<file path="src/rtl/alu_muldiv.sv">
// alu_muldiv: multi-cycle RV32M multiply / divide / remainder unit.
// An iterative radix-2 shift-add multiplier and a restoring divider share
// one accumulator and one step counter. Operands are reduced to magnitudes
// at issue and the sign is re-applied in FIX. FAST_MUL=1 swaps the
// iterative multiply for a single-cycle full-width product.
module alu_muldiv #(
  parameter int WIDTH    = 32,
  parameter bit FAST_MUL = 1'b0
) (
  input  logic             clk_i,
  input  logic             rst_i,
  input  logic             start_i,
  input  logic             kill_i,
  input  logic [2:0]       op_i,
  input  logic [WIDTH-1:0] a_i,
  input  logic [WIDTH-1:0] b_i,
  output logic             busy_o,
  output logic             done_o,
  output logic [WIDTH-1:0] result_o,
  output logic             div_zero_o
);

  localparam int CW = $clog2(WIDTH + 1);
  localparam int AW = 2 * WIDTH + 1;
  localparam logic [WIDTH-1:0]   ZERO_W   = {WIDTH{1'b0}};
  localparam logic [WIDTH-1:0]   ONES_W   = {WIDTH{1'b1}};
  localparam logic [WIDTH-1:0]   MOST_NEG = {1'b1, {(WIDTH-1){1'b0}}};
  localparam logic [2*WIDTH-1:0] ZERO_2W  = {(2*WIDTH){1'b0}};
  localparam logic [CW-1:0]      CNT_LOAD = CW'(WIDTH);
  localparam logic [CW-1:0]      CNT_ONE  = {{(CW-1){1'b0}}, 1'b1};
  localparam logic [CW-1:0]      CNT_ZERO = {CW{1'b0}};

  typedef enum logic [1:0] {
    S_IDLE = 2'd0,
    S_CALC = 2'd1,
    S_FIX  = 2'd2,
    S_DONE = 2'd3
  } state_t;

  state_t           state_q;
  logic             busy_q, done_q, div_zero_q;
  logic [WIDTH-1:0] result_q;
  logic [CW-1:0]    cnt_q;
  logic [2:0]       op_q;
  logic [AW-1:0]    acc_q;      // mul: {0, hi, lo}; div: {partial rem (W+1), quotient}
  logic [WIDTH-1:0] mcand_q;    // multiplicand magnitude or divisor magnitude
  logic             negq_q;     // product / quotient needs negation
  logic             negr_q;     // remainder needs negation
  logic             dz_q;       // divide-by-zero seen at issue

  // Issue-time decode of the incoming operation
  logic             sgn_a, sgn_b, a_neg, b_neg, is_div, b_zero, ovf, fast;
  logic [WIDTH-1:0] a_mag, b_mag;
  logic [2*WIDTH-1:0] fast_prod;

  // Per-cycle datapath step and final result selection
  logic [WIDTH:0]     mul_sum, rem_shift, rem_diff;
  logic [AW-1:0]      acc_d;
  logic [2*WIDTH-1:0] prod;
  logic [WIDTH-1:0]   quo, remv, result_d;

  // Decode operand signedness, magnitudes and the short-cut cases at issue
  always_comb begin
    sgn_a = 1'b0;
    sgn_b = 1'b0;
    case (op_i)
      3'b000, 3'b001, 3'b100, 3'b110: begin
        sgn_a = 1'b1;
        sgn_b = 1'b1;
      end
      3'b010: begin
        sgn_a = 1'b1;
        sgn_b = 1'b0;
      end
      default: begin
        sgn_a = 1'b0;
        sgn_b = 1'b0;
      end
    endcase
    a_neg = sgn_a & a_i[WIDTH-1];
    b_neg = sgn_b & b_i[WIDTH-1];
    if (a_neg) begin
      a_mag = ZERO_W - a_i;
    end else begin
      a_mag = a_i;
    end
    if (b_neg) begin
      b_mag = ZERO_W - b_i;
    end else begin
      b_mag = b_i;
    end
    is_div    = op_i[2];
    b_zero    = (b_i == ZERO_W);
    ovf       = is_div & ~op_i[0] & (a_i == MOST_NEG) & (b_i == ONES_W);
    fast      = (FAST_MUL == 1'b1) & ~op_i[2];
    fast_prod = {ZERO_W, a_mag} * {ZERO_W, b_mag};
  end

  // One shift-add (multiply) or restoring shift-subtract (divide) step
  always_comb begin
    mul_sum   = acc_q[AW-1:WIDTH] + {1'b0, mcand_q};
    rem_shift = {acc_q[2*WIDTH-1:WIDTH], acc_q[WIDTH-1]};
    rem_diff  = rem_shift - {1'b0, mcand_q};
    if (op_q[2]) begin
      if (!rem_diff[WIDTH]) begin
        acc_d = {rem_diff, acc_q[WIDTH-2:0], 1'b1};
      end else begin
        acc_d = {rem_shift, acc_q[WIDTH-2:0], 1'b0};
      end
    end else begin
      if (acc_q[0]) begin
        acc_d = {1'b0, mul_sum, acc_q[WIDTH-1:1]};
      end else begin
        acc_d = {1'b0, acc_q[AW-1:WIDTH], acc_q[WIDTH-1:1]};
      end
    end
  end

  // Sign correction on full-width values, then half / quotient / remainder select
  always_comb begin
    if (negq_q) begin
      prod = ZERO_2W - acc_q[2*WIDTH-1:0];
      quo  = ZERO_W - acc_q[WIDTH-1:0];
    end else begin
      prod = acc_q[2*WIDTH-1:0];
      quo  = acc_q[WIDTH-1:0];
    end
    if (negr_q) begin
      remv = ZERO_W - acc_q[2*WIDTH-1:WIDTH];
    end else begin
      remv = acc_q[2*WIDTH-1:WIDTH];
    end
    case (op_q)
      3'b000:                 result_d = prod[WIDTH-1:0];
      3'b001, 3'b010, 3'b011: result_d = prod[2*WIDTH-1:WIDTH];
      3'b100, 3'b101:         result_d = quo;
      3'b110, 3'b111:         result_d = remv;
      default:                result_d = ZERO_W;
    endcase
  end

  // Control FSM with registered outputs and operand/accumulator state
  always_ff @(posedge clk_i) begin
    if (rst_i) begin
      state_q    <= S_IDLE;
      busy_q     <= 1'b0;
      done_q     <= 1'b0;
      result_q   <= ZERO_W;
      div_zero_q <= 1'b0;
      cnt_q      <= CNT_ZERO;
      op_q       <= 3'b000;
      acc_q      <= {AW{1'b0}};
      mcand_q    <= ZERO_W;
      negq_q     <= 1'b0;
      negr_q     <= 1'b0;
      dz_q       <= 1'b0;
    end else begin
      case (state_q)
        S_IDLE: begin
          done_q <= 1'b0;
          if (start_i && !kill_i) begin
            op_q    <= op_i;
            mcand_q <= b_mag;
            cnt_q   <= CNT_LOAD;
            busy_q  <= 1'b1;
            if (is_div && b_zero) begin
              // quotient all ones, remainder = raw dividend
              acc_q   <= {1'b0, a_i, ONES_W};
              negq_q  <= 1'b0;
              negr_q  <= 1'b0;
              dz_q    <= 1'b1;
              state_q <= S_FIX;
            end else if (ovf) begin
              // quotient = most negative value, remainder 0
              acc_q   <= {1'b0, ZERO_W, a_i};
              negq_q  <= 1'b0;
              negr_q  <= 1'b0;
              dz_q    <= 1'b0;
              state_q <= S_FIX;
            end else if (fast) begin
              acc_q   <= {1'b0, fast_prod};
              negq_q  <= a_neg ^ b_neg;
              negr_q  <= a_neg;
              dz_q    <= 1'b0;
              state_q <= S_FIX;
            end else begin
              acc_q   <= {1'b0, ZERO_W, a_mag};
              negq_q  <= a_neg ^ b_neg;
              negr_q  <= a_neg;
              dz_q    <= 1'b0;
              state_q <= S_CALC;
            end
          end else begin
            busy_q  <= 1'b0;
            state_q <= S_IDLE;
          end
        end
        S_CALC: begin
          if (kill_i) begin
            busy_q  <= 1'b0;
            state_q <= S_IDLE;
          end else begin
            acc_q <= acc_d;
            cnt_q <= cnt_q - CNT_ONE;
            if (cnt_q == CNT_ONE) begin
              state_q <= S_FIX;
            end else begin
              state_q <= S_CALC;
            end
          end
        end
        S_FIX: begin
          if (kill_i) begin
            busy_q  <= 1'b0;
            state_q <= S_IDLE;
          end else begin
            result_q   <= result_d;
            div_zero_q <= dz_q;
            done_q     <= 1'b1;
            state_q    <= S_DONE;
          end
        end
        S_DONE: begin
          done_q  <= 1'b0;
          busy_q  <= 1'b0;
          state_q <= S_IDLE;
        end
        default: begin
          done_q  <= 1'b0;
          busy_q  <= 1'b0;
          state_q <= S_IDLE;
        end
      endcase
    end
  end

  assign busy_o     = busy_q;
  assign done_o     = done_q;
  assign result_o   = result_q;
  assign div_zero_o = div_zero_q;

endmodule

</file>
<file path="config.mk">
export PLATFORM = sky130hd
export DESIGN_NAME = alu_muldiv
export DESIGN_NICKNAME = d
export VERILOG_FILES = /design/src/rtl/alu_muldiv.sv
export SDC_FILE = /design/constraint.sdc
export NUM_CORES = 1
export LEC_CHECK = 0
export ABC_AREA = 1
export CAP_MARGIN = 25
export CORE_ASPECT_RATIO = 1.75
export CORE_MARGIN = 2
export CORE_UTILIZATION = 50
export DETAILED_ROUTE_END_ITERATION = 12
export PLACE_DENSITY_LB_ADDON = 0.1
export SETUP_SLACK_MARGIN = 0.1
export SYNTH_ARGS = -nofsm -noshare
export SYNTH_HDL_FRONTEND = slang
export SYNTH_SLANG_ARGS = --single-unit
export TNS_END_PERCENT = 30
</file>
<file path="constraint.sdc">
create_clock -name clk_i -period 3.7 [get_ports clk_i]
set_input_delay 0.74 -clock clk_i [delete_from_list [all_inputs] [get_ports clk_i]]
set_output_delay 0.74 -clock clk_i [all_outputs]
set_load 0.01 [all_outputs]
</file>
==> flow_summary.ini <==
[min_path]
worstHoldPathCells = 2
hold_end = result_o[30]
min_from = result_o[30]
hold_path.class = register to register

[clocking]
cts_resized = 0
clockBufferDepth = 2
cts_num_sinks = 146
cts_setup_buffers = 0
htreeDepth = 4
cts_root_buffer = clkbuf_16
tritoncts = yes
tritoncts.num_buffers = 17
cts.clk_slew.worst_paths_ps = 70
clock_latency_ps = 460
ctsHoldBuffers = 0

[floorplanning]
die_y_um = 252.9
die_area_um2 = 36970
die_w_um = 146.2
io_pins = 106
start_util_pct = 50.46
core.rowCount = 91
core_area_um2 = 35070

[placed_design]
routabilityCongestion = 1.125
dpl.cell_count = 3794
io_buffer_count = 105
place_hpwl_mm = 69.79
place_ws_ps = 243.6

[synth]
ys.warnings.count = 0
ys.flop_type = dfxtp_1
syn-num-nets = 3403
synthCells = 3254
synthArstFlopShare_pct = 0
synth-seq-area-share_pct = 16.52
synth_edf_count = 0
synth_area_um2 = 17700
synth_area_per_cell_um2 = 5.438
ys_ff_latch = 146
yosys.cell_types.count = 53

[layout]
multi_input_area_um2 = 12450
nNetsFinal = 3499
layout_common_cells = nand2_1 (956), inv_1 (471), nor2_1 (349), a21oi_1 (274), nand3_1 (248)
regArea_um2 = 2928
fill_cells = 3778
final_cell_count_no_fill = 3828
layout_commonest_cell = nand2_1
drive_gt1_share_pct = 6.603
area_growth_pct = 13.89

[sta]
worst_hold_slack_ps = 467.3
rsz0062_at_grt = no
max_freq_mhz = 283.7
drv_slew = 0
timing.setup.tns_ps = 0
setup_viol = 0
finalCritPeriodShare_pct = 95.26
min_period_ps = 3525
fin_ws_ps = 175.4
max_slew_margin_pct = 28.93
hold_viol = 0
clock-skew-final_ps = 11.37
worst_pin_slew_ps = 1061

[power]
vdd_drop_max_mv = 0.3241
clkPwrFrac_pct = 30.9
leakage_uw = 0.009832
cellPowerDensity_nw_per_um2 = 303.0
switching_share_pct = 43.72
switching_power_uw = 2670
combPwrFrac_pct = 40.6
totalPowerFinal_uw = 6106
p_seq_share_pct = 28.5
intPower_uw = 3436

[global_routing]
grt_usage_pct = 47.24
grt_pass1_vias = 21490
grt_antenna_before_repair = 6
grt_pass1_wl_mm = 130.4
grt_overflow = 0
grt_max_degree = 74

[critical_path]
rr_startpoint = acc_q[1]
r2r_slack_ps = 180
crit_fanout = 6
rr_endpoint = result_o[2]
ff2ff_path_depth = 13
worstPathRequired_ps = 4060
worstSetupPathType = register to register
cp-end-kind = register
crit_arrival_ps = 3880
start_kind = register

[drt]
drt-initial-drc-count = 2322
wl_mm = 89.16
wl_per_cell_um = 23.29
drcViolationCount = 0
via_per_inst = 5.952
vias = 22790
antenna_left = 0
first_pass_iters = 9

[outcome]
status = complete, no violations

[job]
max_cap_violations = 0
registers in the layout, summed over array words and instances, names as in the netlist:
signal      cells
busy_o          1
mcand_q        32
done_o          1
div_zero_o      1
cnt_q           6
result_o       32
dz_q            1
op_q            3
negq_q          1
negr_q          1
state_q         2
acc_q          65
power groups by stage:
stage	clock network, uW	registers (uW)	logic (uW)
2_1_floorplan	0	1740	1460
6_report	1890	1740	2480
5_1_grt	1930	1740	2640
3_5_place_dp	0	1770	2340
4_1_cts	1870	1730	2350
3_3_place_gp	0	1760	2330
cells in the mapped netlist (9+ instances only):
master / n / area share (%)
nor4_1: 9 / 0.32
dfxtp_1: 146 / 17
nor2_2: 10 / 0.35
nand4_1: 40 / 1.4
buf_2: 16 / 0.45
clkbuf_1: 78 / 1.7
inv_1: 472 / 10
a21oi_2: 25 / 1.2
o21ai_1: 10 / 0.28
nor2_1: 349 / 7.4
ha_1: 76 / 5.4
inv_2: 11 / 0.23
o221ai_1: 9 / 0.45
o21ai_0: 238 / 6.7
nand3_1: 248 / 7.0
buf_1: 15 / 0.32
a21oi_1: 274 / 7.7
nor3_1: 42 / 1.2
o211ai_1: 25 / 1.1
xor2_1: 69 / 3.4
xnor2_1: 16 / 0.79
nand3b_1: 13 / 0.55
nand2_2: 14 / 0.49
nand2_1: 956 / 20
kinds of logic after synthesis:
| kind of cell | count (synthesis) | synth area share [%] |
|---|---|---|
| adders and majority gates | 78 | 5.600 |
| DFF | 146 | 16.52 |
| buffers and inverters | 604 | 13.16 |
| xor gates and xnor gates | 85 | 4.207 |
| AOI/OAI and AO/OA | 613 | 18.89 |
| and+or+nand+nor | 1728 | 41.63 |
critical path, stage by stage (launching register included):
cell,delay (ps)
dfxtp_1,350
inv_1,270
ha_1,360
inv_1,200
nor3_4,370
nand2_2,150
nor2_4,210
nand4_2,350
o21ai_0,340
xor2_1,110
nand2_1,70
nand3_1,410
nand2_1,180
inv_1,60
worst max-delay path by stage:
stage	from	cells after the start	to
floorplan	acc_q[31]	21	acc_q[43]
global placement	acc_q[31]	20	acc_q[42]
detailed placement	acc_q[31]	18	acc_q[32]
CTS	acc_q[31]	18	acc_q[32]
global route	acc_q[31]	21	acc_q[35]
finish	acc_q[1]	13	result_o[2]
through the flow:
stage	instance area, um^2	util [%]
after detailed placement	19530	55.69
after CTS	20130	57.41
after floorplan	17700	-
after global placement	19530	55.69
after global routing	20150	57.46
final	20150	57.47
per-layer routing:
layer	vias to the layer above	share of wire, %	GRT usage (%)
met5	-	0.077	0
met2	1356	46	78.84
met4	10	13	48.18
li1	10630	-	-
met3	515	8.9	12.02
met1	10270	32	46.40
cell type report:
| type | instances | area share [%] |
|---|---|---|
| clock inverters | 10 | 0.7450 |
| inverters | 491 | 9.157 |
| flip-flops and latches | 146 | 14.53 |
| diodes | 1 | 0.01242 |
| well taps | 465 | 2.887 |
| repair buffers | 190 | 8.667 |
| multi-input cells | 2504 | 61.77 |
| clock buffers | 21 | 2.235 |
(Power assumes the default switching activity.)
